## src/rtl/es8psk_tx_scheduler.sv

```systemverilog
`default_nettype none
// ============================================================================
// Module : es8psk_tx_scheduler
// Brief  : Priority/round-robin scheduler feeding the ES 8PSK transmit chain.
// Rev    : 1.0
// ============================================================================
module es8psk_tx_scheduler #(
  parameter int NREQ     = 4,
  parameter int GAP_CYC  = 64,
  parameter int START_TO = 32,
  parameter int MSG_TO   = 4096
) (
  input  logic                clk,
  input  logic                reset_b,
  input  logic [NREQ-1:0]     req,
  input  logic [NREQ*88-1:0]  req_data_es,
  input  logic [NREQ*204-1:0] req_data_8psk,
  output logic [NREQ-1:0]     req_ack,
  input  logic                tx_ready,
  output logic [87:0]         data_tx,
  output logic [203:0]        data_8psk_tx,
  output logic                ena_data,
  output logic                busy,
  output logic [2:0]          grant_id,
  output logic                err_pulse,
  output logic [15:0]         msg_cnt
);

  localparam int c_T1    = (MSG_TO > START_TO) ? MSG_TO : START_TO;
  localparam int c_TMAX  = (c_T1 > GAP_CYC) ? c_T1 : GAP_CYC;
  localparam int c_TMR_W = $clog2(c_TMAX + 1);

  localparam logic [c_TMR_W-1:0] c_START_LAST = c_TMR_W'(START_TO - 1);
  localparam logic [c_TMR_W-1:0] c_MSG_LAST   = c_TMR_W'(MSG_TO - 1);
  localparam logic [c_TMR_W-1:0] c_GAP_LAST   = c_TMR_W'(GAP_CYC - 1);
  localparam logic [c_TMR_W-1:0] c_TMR_ONE    = c_TMR_W'(1);
  localparam logic [NREQ-1:0]    c_ONE        = NREQ'(1);

  localparam logic [2:0] c_IDLE      = 3'd0;
  localparam logic [2:0] c_LOAD      = 3'd1;
  localparam logic [2:0] c_START     = 3'd2;
  localparam logic [2:0] c_WAIT_LOW  = 3'd3;
  localparam logic [2:0] c_WAIT_HIGH = 3'd4;
  localparam logic [2:0] c_GAP       = 3'd5;

  logic [2:0]         r_state;
  logic [2:0]         r_rr;
  logic [2:0]         r_winner;
  logic [c_TMR_W-1:0] r_timer;
  logic [NREQ-1:0]    r_req_ack;
  logic               r_ena_data;
  logic               r_err_pulse;
  logic [15:0]        r_msg_cnt;
  logic [87:0]        r_data_tx;
  logic [203:0]       r_data_8psk_tx;
  logic [2:0]         r_grant_id;

  logic [2:0]         w_winner;
  logic               w_found;
  logic [3:0]         w_idx;
  logic [87:0]        w_sel_es;
  logic [203:0]       w_sel_psk;
  logic               w_still_req;

  // Emergency source wins outright; others scanned from r_rr, wrapping past 0.
  always_comb begin
    w_winner = 3'd0;
    w_found  = 1'b0;
    w_idx    = 4'd0;
    if (req[0]) begin
      w_found = 1'b1;
    end else begin
      for (int i = 0; i < NREQ - 1; i++) begin
        w_idx = {1'b0, r_rr} + 4'(i);
        if (w_idx > 4'(NREQ - 1)) w_idx = w_idx - 4'(NREQ - 1);
        for (int k = 1; k < NREQ; k++) begin
          if (!w_found && (w_idx == 4'(k)) && req[k]) begin
            w_winner = 3'(k);
            w_found  = 1'b1;
          end
        end
      end
    end
  end

  always_comb begin
    w_sel_es  = req_data_es[87:0];
    w_sel_psk = req_data_8psk[203:0];
    for (int k = 1; k < NREQ; k++) begin
      if (r_winner == 3'(k)) begin
        w_sel_es  = req_data_es[k*88 +: 88];
        w_sel_psk = req_data_8psk[k*204 +: 204];
      end
    end
  end

  assign w_still_req = |(req & (c_ONE << r_winner));

  always_ff @(posedge clk or negedge reset_b) begin
    if (!reset_b) begin
      r_state        <= c_IDLE;
      r_rr           <= 3'd1;
      r_winner       <= 3'd0;
      r_timer        <= '0;
      r_req_ack      <= '0;
      r_ena_data     <= 1'b0;
      r_err_pulse    <= 1'b0;
      r_msg_cnt      <= '0;
      r_data_tx      <= '0;
      r_data_8psk_tx <= '0;
      r_grant_id     <= 3'd0;
    end else begin
      r_req_ack   <= '0;
      r_ena_data  <= 1'b0;
      r_err_pulse <= 1'b0;
      case (r_state)
        c_IDLE: begin
          if (w_found) begin
            r_winner <= w_winner;
            r_state  <= c_LOAD;
          end
        end
        c_LOAD: begin
          // A request withdrawn before its ack is dropped without side effects.
          if (w_still_req) begin
            r_data_tx      <= w_sel_es;
            r_data_8psk_tx <= w_sel_psk;
            r_grant_id     <= r_winner;
            r_req_ack      <= c_ONE << r_winner;
            if (r_winner != 3'd0)
              r_rr <= (r_winner == 3'(NREQ - 1)) ? 3'd1 : r_winner + 3'd1;
            r_state <= c_START;
          end else begin
            r_state <= c_IDLE;
          end
        end
        c_START: begin
          r_ena_data <= 1'b1;
          r_timer    <= '0;
          r_state    <= c_WAIT_LOW;
        end
        c_WAIT_LOW: begin
          if (!tx_ready) begin
            r_timer <= c_TMR_ONE;
            r_state <= c_WAIT_HIGH;
          end else if (r_timer == c_START_LAST) begin
            r_err_pulse <= 1'b1;
            r_timer     <= '0;
            r_state     <= c_GAP;
          end else begin
            r_timer <= r_timer + c_TMR_ONE;
          end
        end
        c_WAIT_HIGH: begin
          if (tx_ready) begin
            r_msg_cnt <= r_msg_cnt + 16'd1;
            r_timer   <= '0;
            r_state   <= c_GAP;
          end else if (r_timer == c_MSG_LAST) begin
            r_err_pulse <= 1'b1;
            r_timer     <= '0;
            r_state     <= c_GAP;
          end else begin
            r_timer <= r_timer + c_TMR_ONE;
          end
        end
        c_GAP: begin
          if (r_timer == c_GAP_LAST) r_state <= c_IDLE;
          else                       r_timer <= r_timer + c_TMR_ONE;
        end
        default: r_state <= c_IDLE;
      endcase
    end
  end

  assign req_ack      = r_req_ack;
  assign data_tx      = r_data_tx;
  assign data_8psk_tx = r_data_8psk_tx;
  assign ena_data     = r_ena_data;
  assign busy         = (r_state != c_IDLE);
  assign grant_id     = r_grant_id;
  assign err_pulse    = r_err_pulse;
  assign msg_cnt      = r_msg_cnt;

endmodule
`default_nettype wire
```

## config.mk

```make
export PLATFORM = sky130hd
export DESIGN_NAME = es8psk_tx_scheduler
export DESIGN_NICKNAME = d
export VERILOG_FILES = /design/src/rtl/es8psk_tx_scheduler.sv
export SDC_FILE = /design/constraint.sdc
export NUM_CORES = 1
export LEC_CHECK = 0
export BUFFER_PORTS_ARGS = -buffer_cell sky130_fd_sc_hd__buf_4
export CAP_MARGIN = 20
export CELL_PAD_IN_SITES_DETAIL_PLACEMENT = 0
export CELL_PAD_IN_SITES_GLOBAL_PLACEMENT = 1
export CORE_AREA = 5 5 578 580
export DETAILED_ROUTE_END_ITERATION = 10
export DIE_AREA = 0 0 583 585
export PLACE_DENSITY_LB_ADDON = 0.1
export SLEW_MARGIN = 30
export SYNTH_ARGS = -nofsm -noshare
export SYNTH_HDL_FRONTEND = slang
export SYNTH_SLANG_ARGS = --single-unit
```

## constraint.sdc

```tcl
create_clock -name clk -period 2.75 [get_ports clk]
set_clock_uncertainty 0.15 [all_clocks]
set_input_delay 0.4125 -clock clk [delete_from_list [all_inputs] [get_ports clk]]
set_output_delay 0.4125 -clock clk [all_outputs]
set_load 0.01 [all_outputs]
```

==> results of run 1 <==
## state kept, by name, summed over array words and instances, names as in the netlist, 3 cells and up
register	flops
data_8psk_tx	204
req_ack	4
data_tx	88
r_timer	13
r_state	3
msg_cnt	16
## report_power, final
part | internal [W] | leakage, nW | total (W) | switching (W)
Sequential | 0.00709 | 4.25 | 0.00856 | 0.00147
Clock | 0.00469 | 0.947 | 0.00785 | 0.00316
Combinational | 0.00903 | 17.2 | 0.0207 | 0.0117
## Yosys cell counts, types with 5 or more instances
cell type,instances
a21oi_1,6
xor2_1,8
mux2i_1,585
nor3_1,8
nand4_1,5
a22o_1,8
ha_1,14
buf_1,28
dfrtp_1,335
and3_1,5
nor2_1,27
nand2_1,604
inv_1,13
xnor2_1,8
clkbuf_1,169
nand3_1,11
o21ai_0,602
buf_2,5
## cell type report
class | instances | area, µm² | share of cell area
Multi-Input combinational cell | 1953 | 12400 | 0.259
Antenna cell | 22 | 55.1 | 0.00115
Tap cell | 4366 | 5460 | 0.115
Timing Repair Buffer | 2307 | 19400 | 0.407
Clock inverter | 14 | 236 | 0.00496
Inverter | 14 | 60.1 | 0.00126
Clock buffer | 85 | 1700 | 0.0357
Sequential cell | 336 | 8410 | 0.176
## worst max-delay path, cell delays in order (launching register included)
cell and delay, ns:
dfrtp_1 0.43, inv_1 0.13, ha_4 0.24, buf_12 0.25, mux2i_1 0.25, o21ai_0 0.13, mux2i_1 0.15, dlygate4sd3_1 0.57
o21ai_0 0.07
## per-stage QoR
stage	setup WS, ns	instances
after floorplan	0.304	2507
after global placement	0.0619	8351
after detailed placement	0.0384	8351
after CTS	0.0214	9073
after global routing	0.00470	9092
final	0.105	9097
## worst min-delay path by stage
stage,from,to,cells after the start
6_report,req_data_8psk[569],data_8psk_tx[161],5
5_1_grt,req_data_8psk[607],data_8psk_tx[199],5
4_1_cts,req_data_8psk[607],data_8psk_tx[199],5
3_5_place_dp,reset_b,data_8psk_tx[173],1
3_3_place_gp,reset_b,data_8psk_tx[173],1
2_1_floorplan,reset_b,data_8psk_tx[0],0
## cells in the final DEF, fill, tap and decap left out, types with 8 or more instances in the layout
cell type	netlist	final
buf_4	1	1642
dlygate4sd3_1	0	623
nand2_1	604	604
o21ai_0	602	601
mux2i_1	585	584
dfrtp_1	335	335
clkbuf_16	0	56
buf_12	0	40
nor2_1	27	27
diode_2	0	22
clkbuf_8	0	19
inv_1	13	13
ha_1	14	12
nand3_1	11	10
clkbuf_1	169	10
nor3_1	8	8
a22o_1	8	8
xnor2_1	8	8
xor2_1	8	8
## cell families (layout without fill, tap and decap cells)
group,count (synthesis),after routing,synth area share
AO/OA/AOI/OAI,646,646,0.157
flip-flops,336,336,0.390
AND/OR/NAND/NOR,689,689,0.127
buffers and inverters,218,2420,0.0387
adder cells (fa/ha/maj),14,14,0.00812
other,1,23,0.000174
multiplexers,587,587,0.273
XOR/XNOR,16,16,0.00650
## repair_timing
action,4_1_cts,5_1_grt
gates resized for setup,0,3
buffers inserted,0,2
setup endpoints to repair,0,8
hold buffers,623,0
hold endpoints to repair,549,0
## metal layers
metal / track usage / vias up / share of wire
li1: - / 13116 / -
met1: 0.144 / 12601 / 0.41
met2: 0.210 / 1143 / 0.48
met3: 0.0395 / 267 / 0.076
met4: 0.0276 / 20 / 0.025
met5: 0 / - / 0.00061
==> results.yml, run 1 <==
critical_path:
  cp-startpoint: "r_winner[1]"
  reg2reg_from: "r_winner[1]"
  cp.required_ns: 3.15
  cp-end-kind: "register"
  reg2reg_to: "data_8psk_tx[202]"
  r2r_setup_slack_ns: 0.11
  endpoint: "data_8psk_tx[202]"
  rr_worst_depth: 8
  critPathLaunchType: "register"
  crit_type: "reg2reg"
  cp.arrival_ns: 3.04
  critPathMaxFanout: 37
pwr:
  ir_drop_mv: 0.494
  finalPower_w: 0.0371
  p_leak_nw: 22.4
  power.density_mw_per_mm2: 778
synthesis:
  netlist_area_mm2: 0.0216
  synthFlopType: "dfrtp_1"
  synth_area_leader_cell: "dfrtp_1"
  avgSynthCellArea_um2: 8.60
  netlist-cell-type-count: 55
  synth_fp_nets: 3696
  synthCells: 2507
  ys_seq_area_frac: 0.390
  ys_async_sr_fraction: 1.00
  ys_top_cells_by_area: "dfrtp_1 (39%), mux2i_1 (27%), o21ai_0 (14%)"
  netlist.area_leader.share: 0.389
  ys_warn_count: 0
  ys_seq_elements: 336
  synth_edf_count: 0
timing:
  fin_crit_sh: 0.962
  relSlewSlack: 0.487
  rsz0062_at_grt: "no"
  fmax_mhz: 378
  setup_viol: 0
  report.final.slew_viol_count: 0
  max_slew.worst_pin.slew_ns: 0.762
  finalHoldWorstSlack_ns: 0.0854
  setup-tns-final_ns: 0
  period_needed_ns: 2.64
  hold_violations: 0
floorplanning:
  rows: 211
  core_area_mm2: 0.329
  io_pins: 1493
  start_util: 0.0656
  die_y_um: 585
  die_area_mm2: 0.341
  die_x_um: 583
cts:
  root_buffer: "clkbuf_16"
  cts.sinks: 336
  clockBufferDepth: 3
  clk_latency_ns: 0.71
  cts_tree: "built"
  numCtsBuffers: 56
  htreeDepth: 2
  clk_pin_slew_ns: 0.06
finish:
  syn_to_final_growth_pct: 121
  fillers: 37831
  final_cell_area_mm2: 0.0477
  drive_above_1_share: 0.380
  utilization: 0.145
  nNetsFinal: 5857
placed_design:
  routabilityCongestion: 0.782
  post-dp-hpwl_um: 187000
  portBuffers: 1491
  dpl_cell_area_mm2: 0.0394
routing:
  drt_iter0_drc: 996
  drt_pass1_iterations: 5
  drc: 0
  num_vias: 27147
  routed_wl_um: 216000
  ant_nets: 0
  viasPerCell: 2.98
  avgRoutedWirePerCell_um: 23.8
global_route:
  grt.total_usage: 0.121
  grt_pass1_wl_um: 280000
  antenna_found_initial: 106
  grt_pass1_vias: 29872
  grt-ovfl-total: 0
  grt_max_degree: 72
min_path:
  hold_path.class: "in2reg"
flow_run:
  drv_cap: 0
outcome:
  status: "completed"
No activity file was read; power rests on OpenSTA's default activity.
==> inputs of run 2 (changes only) <==
- CTS_CLUSTER_SIZE: default -> 40
- REMOVE_ABC_BUFFERS: default -> 1
==> run 2 against run 1 <==
  * Non-clock buffer count is 98 lower
  * Clock-buffer cell count is 6 higher
  * Critical endpoint is now data_tx[72]
  * Hold slack worse by 0.038 ns
  * First-iteration DRC count is 7.4% lower
  * Sequential share of layout area is 0.26 points higher
  * Critical path depth is 2 higher
  * Sequential cell count stayed put
  * Clock power is 2% higher
  * Final cell count is 1.0% lower
  * Combinational power is 3% higher
==> results.yml, run 2 (synthesized netlist as in run 1, its figures left out) <==
global_route:
  grt_max_degree: 93
  grt-ovfl-total: 0
  antenna_found_initial: 92
  grt_pass1_wl_um: 264000
  grt_pass1_vias: 29463
  grt.total_usage: 0.113
critical_path:
  worst_path_most_repeated_cell: "buf_12"
  crit_chain: "inv_2 -> ha_4 -> buf_12 -> buf_12 -> buf_12 -> mux2i_1 -> o21ai_0 -> mux2i_1 -> buf_4 -> o21ai_0"
  reg2reg_from: "r_winner[1]"
  cp.required_ns: 3.16
  critPathLaunchType: "register"
  cp-end-kind: "register"
  slowest_stage: "dfrtp_1"
  critPathMaxStageDelay_ns: 0.43
  rr_worst_depth: 10
  critPathMaxFanout: 20
  crit_type: "reg2reg"
  cp.arrival_ns: 2.99
  cp-startpoint: "r_winner[1]"
finish:
  instances_no_fill: 9005
  syn_to_final_growth_pct: 118
  drive_above_1_share: 0.388
  layout.cells.most_common_list: "buf_4 (1624), nand2_1 (604), o21ai_0 (598)"
  fillers: 37785
  largest_reg_flops: 204
  nNetsFinal: 5761
  mostFrequentLayoutCell: "buf_4"
cts:
  htreeDepth: 2
  cts.sinks: 336
  clk_latency_ns: 0.71
  clockBufferDepth: 3
  clk_pin_slew_ns: 0.06
  numCtsBuffers: 58
  root_buffer: "clkbuf_16"
  cts_tree: "built"
routing:
  viasPerCell: 2.94
  drt_pass1_iterations: 5
  drc: 0
  routed_wl_um: 204000
  drt_iter0_drc: 922
  num_vias: 26506
  ant_nets: 0
  avgRoutedWirePerCell_um: 22.7
floorplanning:
  die_y_um: 585
  start_util: 0.0656
  rows: 211
  io_pins: 1493
  core_area_mm2: 0.329
  die_x_um: 583
  die_area_mm2: 0.341
timing:
  relSlewSlack: 0.578
  rsz0062_at_grt: "yes"
  fin_crit_sh: 0.939
  setup_viol: 0
  finalHoldWorstSlack_ns: 0.0477
  fmax_mhz: 387
  setup-tns-final_ns: 0
  max_slew.worst_pin.slew_ns: 0.627
  period_needed_ns: 2.58
  hold_violations: 0
  fin_ws_ns: 0.168
  report.final.slew_viol_count: 0
placed_design:
  portBuffers: 1491
  routabilityCongestion: 0.764
  dp_worst_setup_slack_ns: -0.0606
  post-dp-hpwl_um: 175000
  dp_cells: 8347
min_path:
  worstHoldStart: "req_data_es[234]"
  hold_depth: 5
  hold_path.class: "in2reg"
pwr:
  finalPower_w: 0.0378
  power.density_mw_per_mm2: 804
  p_leak_nw: 22.1
  ir_drop_mv: 0.474
outcome:
  status: "completed"
flow_run:
  drv_cap: 0
-- run 2: area by class of cell --
| class | count | area [µm²] | share of cell area |
|---|---|---|---|
| repair buffers | 2209 | 18600 | 0.396 |
| clock inverters | 17 | 256 | 0.00546 |
| clock buffers | 91 | 1750 | 0.0372 |
| multi-input cells | 1953 | 12400 | 0.264 |
| well taps | 4366 | 5460 | 0.116 |
| diodes | 19 | 47.5 | 0.00101 |
| flip-flops and latches | 336 | 8410 | 0.179 |
| inverters | 14 | 60.1 | 0.00128 |
-- run 2: through the flow --
stage,utilization,cell area (µm²)
floorplan,-,20800
global placement,0.120,39500
detailed placement,0.120,39500
CTS,0.142,46800
global route,0.143,47000
finish,0.143,47000
-- run 2: what timing repair did --
action,4_1_cts,5_1_grt
setup endpoints to repair,4,24
setup buffers,0,0
gates resized for setup,4,13
hold buffers,529,0
cloned,0,2
endpoints found under the hold margin,428,0
-- run 2: critical path: cells and delay by family, from the launching register on --
| kind | cells | cell delay [ns] |
|---|---|---|
| multiplexers | 2 | 0.49 |
| flip-flops | 1 | 0.43 |
| adder cells (fa/ha/maj) | 1 | 0.19 |
| AO/OA/AOI/OAI | 2 | 0.20 |
| buffers and inverters | 5 | 0.88 |
-- run 2: power breakdown --
part	internal [W]	switching, W
logic	0.00940	0.0119
clock network	0.00480	0.00322
registers	0.00709	0.00142
total	0.0213	0.0165
-- run 2: worst paths after layout --
path                                endpoint  slack [ns]
max                              data_tx[72]        0.17
min                              data_tx[58]        0.05
min in group asynchronous        data_tx[44]        0.10
max reg2reg                      data_tx[72]        0.17
min reg2reg                 data_8psk_tx[39]        0.33
max in group asynchronous  data_8psk_tx[202]        1.37
-- run 2: metal layers --
| metal | track usage | up-vias | wire length, µm |
|---|---|---|---|
| met1 | 0.128 | 12228 | 80500 |
| met2 | 0.199 | 1048 | 100000 |
| met5 | 0 | - | 438 |
| met4 | 0.0228 | 76 | 3960 |
| li1 | - | 12927 | - |
| met3 | 0.0472 | 227 | 19000 |
==> inputs of run 3 (changes only) <==
- CTS_CLUSTER_DIAMETER: default -> 200
- clock period: 2.75 -> 2.6 ns (I/O delays scaled with it)
==> run 3 against run 2 <==
  * Highest routed layer unchanged
  * Final area is 3.0% lower
  * Setup slack got worse by 0.047 ns
  * Critical path type unchanged
  * Critical endpoint is now r_timer[9]
  * Power is 7.1% lower
==> results.yml, run 3 (synthesized netlist as in run 1, its figures left out) <==
outcome:
  status: "completed"
timing:
  fin_crit_sh: 0.953
  setup-tns-final_ns: 0
  max_slew.worst_pin.slew_ns: 0.628
  relSlewSlack: 0.577
  finalHoldWorstSlack_ns: 0.0582
  setup_viol: 0
  report.final.slew_viol_count: 0
  fmax_mhz: 403
  hold_violations: 0
  period_needed_ns: 2.48
  rsz0062_at_grt: "no"
floorplanning:
  start_util: 0.0656
  die_x_um: 583
  core_area_mm2: 0.329
  io_pins: 1493
  rows: 211
  die_y_um: 585
  die_area_mm2: 0.341
cts:
  htreeDepth: 1
  clockBufferDepth: 3
  cts.sinks: 336
  clk_pin_slew_ns: 0.15
  root_buffer: "clkbuf_16"
  cts_tree: "built"
  numCtsBuffers: 18
  clk_latency_ns: 0.65
routing:
  avgRoutedWirePerCell_um: 22.4
  drc: 0
  drt_iter0_drc: 810
  ant_nets: 0
  viasPerCell: 2.92
  routed_wl_um: 200000
  drt_pass1_iterations: 4
  num_vias: 26069
critical_path:
  critPathLaunchType: "register"
  crit_chain: "or4_4 -> o41ai_4 -> o311a_2 -> buf_4 -> and3b_1 -> a221o_1"
  critPathMaxStageDelay_ns: 0.59
  slowest_stage: "or4_4"
  cp.arrival_ns: 2.90
  crit_type: "reg2reg"
  path_delay_family: "compound AO/OA/AOI/OAI gates"
  cp.required_ns: 3.02
  cp-end-kind: "register"
  critPathBufInv: 1
  critPathMaxFanout: 7
placed_design:
  dp_cells: 8352
  portBuffers: 1491
  post-dp-hpwl_um: 174000
  routabilityCongestion: 0.759
finish:
  instances_no_fill: 8937
  mostFrequentLayoutCell: "buf_4"
  utilization: 0.139
  drive_above_1_share: 0.383
  nNetsFinal: 5720
  syn_to_final_growth_pct: 111
  layout.cells.most_common_list: "buf_4 (1636), nand2_1 (604), o21ai_0 (598)"
  largest_reg_flops: 204
global_route:
  grt_pass1_vias: 28631
  grt-ovfl-total: 0
  grt_pass1_wl_um: 259000
  grt.total_usage: 0.111
  grt_max_degree: 76
  antenna_found_initial: 100
min_path:
  hold_path.class: "in2reg"
pwr:
  power.density_mw_per_mm2: 771
  p_leak_nw: 21.4
  ir_drop_mv: 0.411
  finalPower_w: 0.0351
flow_run:
  drv_cap: 0
run 3: changes by cell type in the layout (fill, tap and decap cells not counted), sizes merged:
cell,change
dlygate4sd3,-7
diode,+9
clkbuf,-70
clkinv,-4
inv,+3
bufinv,-5
buf,+6
run 3: worst reg2reg max path, stage by stage, from the launching register on:
cell     delay (ns)
dfrtp_2        0.48
or4_4          0.59
o41ai_4        0.36
o311a_2        0.25
buf_4          0.14
and3b_1        0.17
a221o_1        0.25
run 3: what timing repair did:
action | in CTS | in global routing
cloned | 0 | 2
buffers inserted | 0 | 1
pin swaps | 0 | 0
endpoints found under the hold margin | 463 | 0
resized for setup | 4 | 12
setup endpoints to repair | 4 | 18
hold buffers | 522 | 0
run 3: where the power goes:
| part | switching [W] | total [W] | internal [W] | leakage (nW) |
|---|---|---|---|---|
| registers | 0.00150 | 0.00896 | 0.00746 | 4.25 |
| clock network | 0.00268 | 0.00421 | 0.00154 | 0.324 |
| logic | 0.0124 | 0.0219 | 0.00958 | 16.8 |
| total | 0.0165 | 0.0351 | 0.0186 | 21.4 |
run 3: final cells by class:
type	instances	area (µm²)
antenna	28	70.1
clock buffer	21	503
clock inverter	11	176
fill	37848	283000
inverter	14	60.1
multi-input combinational	1953	12400
sequential	336	8410
tap	4366	5460
timing repair buffer	2208	18500
run 3: final timing paths:
kind                                     endpoint  cells after the start                from  slack (ns)
worst max register to register         r_timer[9]                      6          r_timer[9]        0.12
max in group asynchronous             data_tx[14]                      4             reset_b        1.22
min in group asynchronous        data_8psk_tx[12]                      2             reset_b        0.13
worst min register to register  data_8psk_tx[186]                      2   data_8psk_tx[186]        0.35
worst min-delay path            data_8psk_tx[104]                      4  req_data_8psk[716]        0.06
worst max-delay path                   r_timer[9]                      6          r_timer[9]        0.12
run 3: per-stage QoR:
stage	cell area (µm²)	setup WS, ns
CTS	45400	0.00808
global placement	39500	-0.159
finish	45600	0.121
detailed placement	39500	-0.139
global route	45500	0.00650
floorplan	20800	-19.87
run 3: routing by layer:
metal  vias up  global-route usage  share of wire
met5         -                   0         0.0023
met4        76              0.0167          0.014
met3       165              0.0429          0.091
met2       987               0.197           0.50
met1     12013               0.127           0.40
li1      12828                   -              -
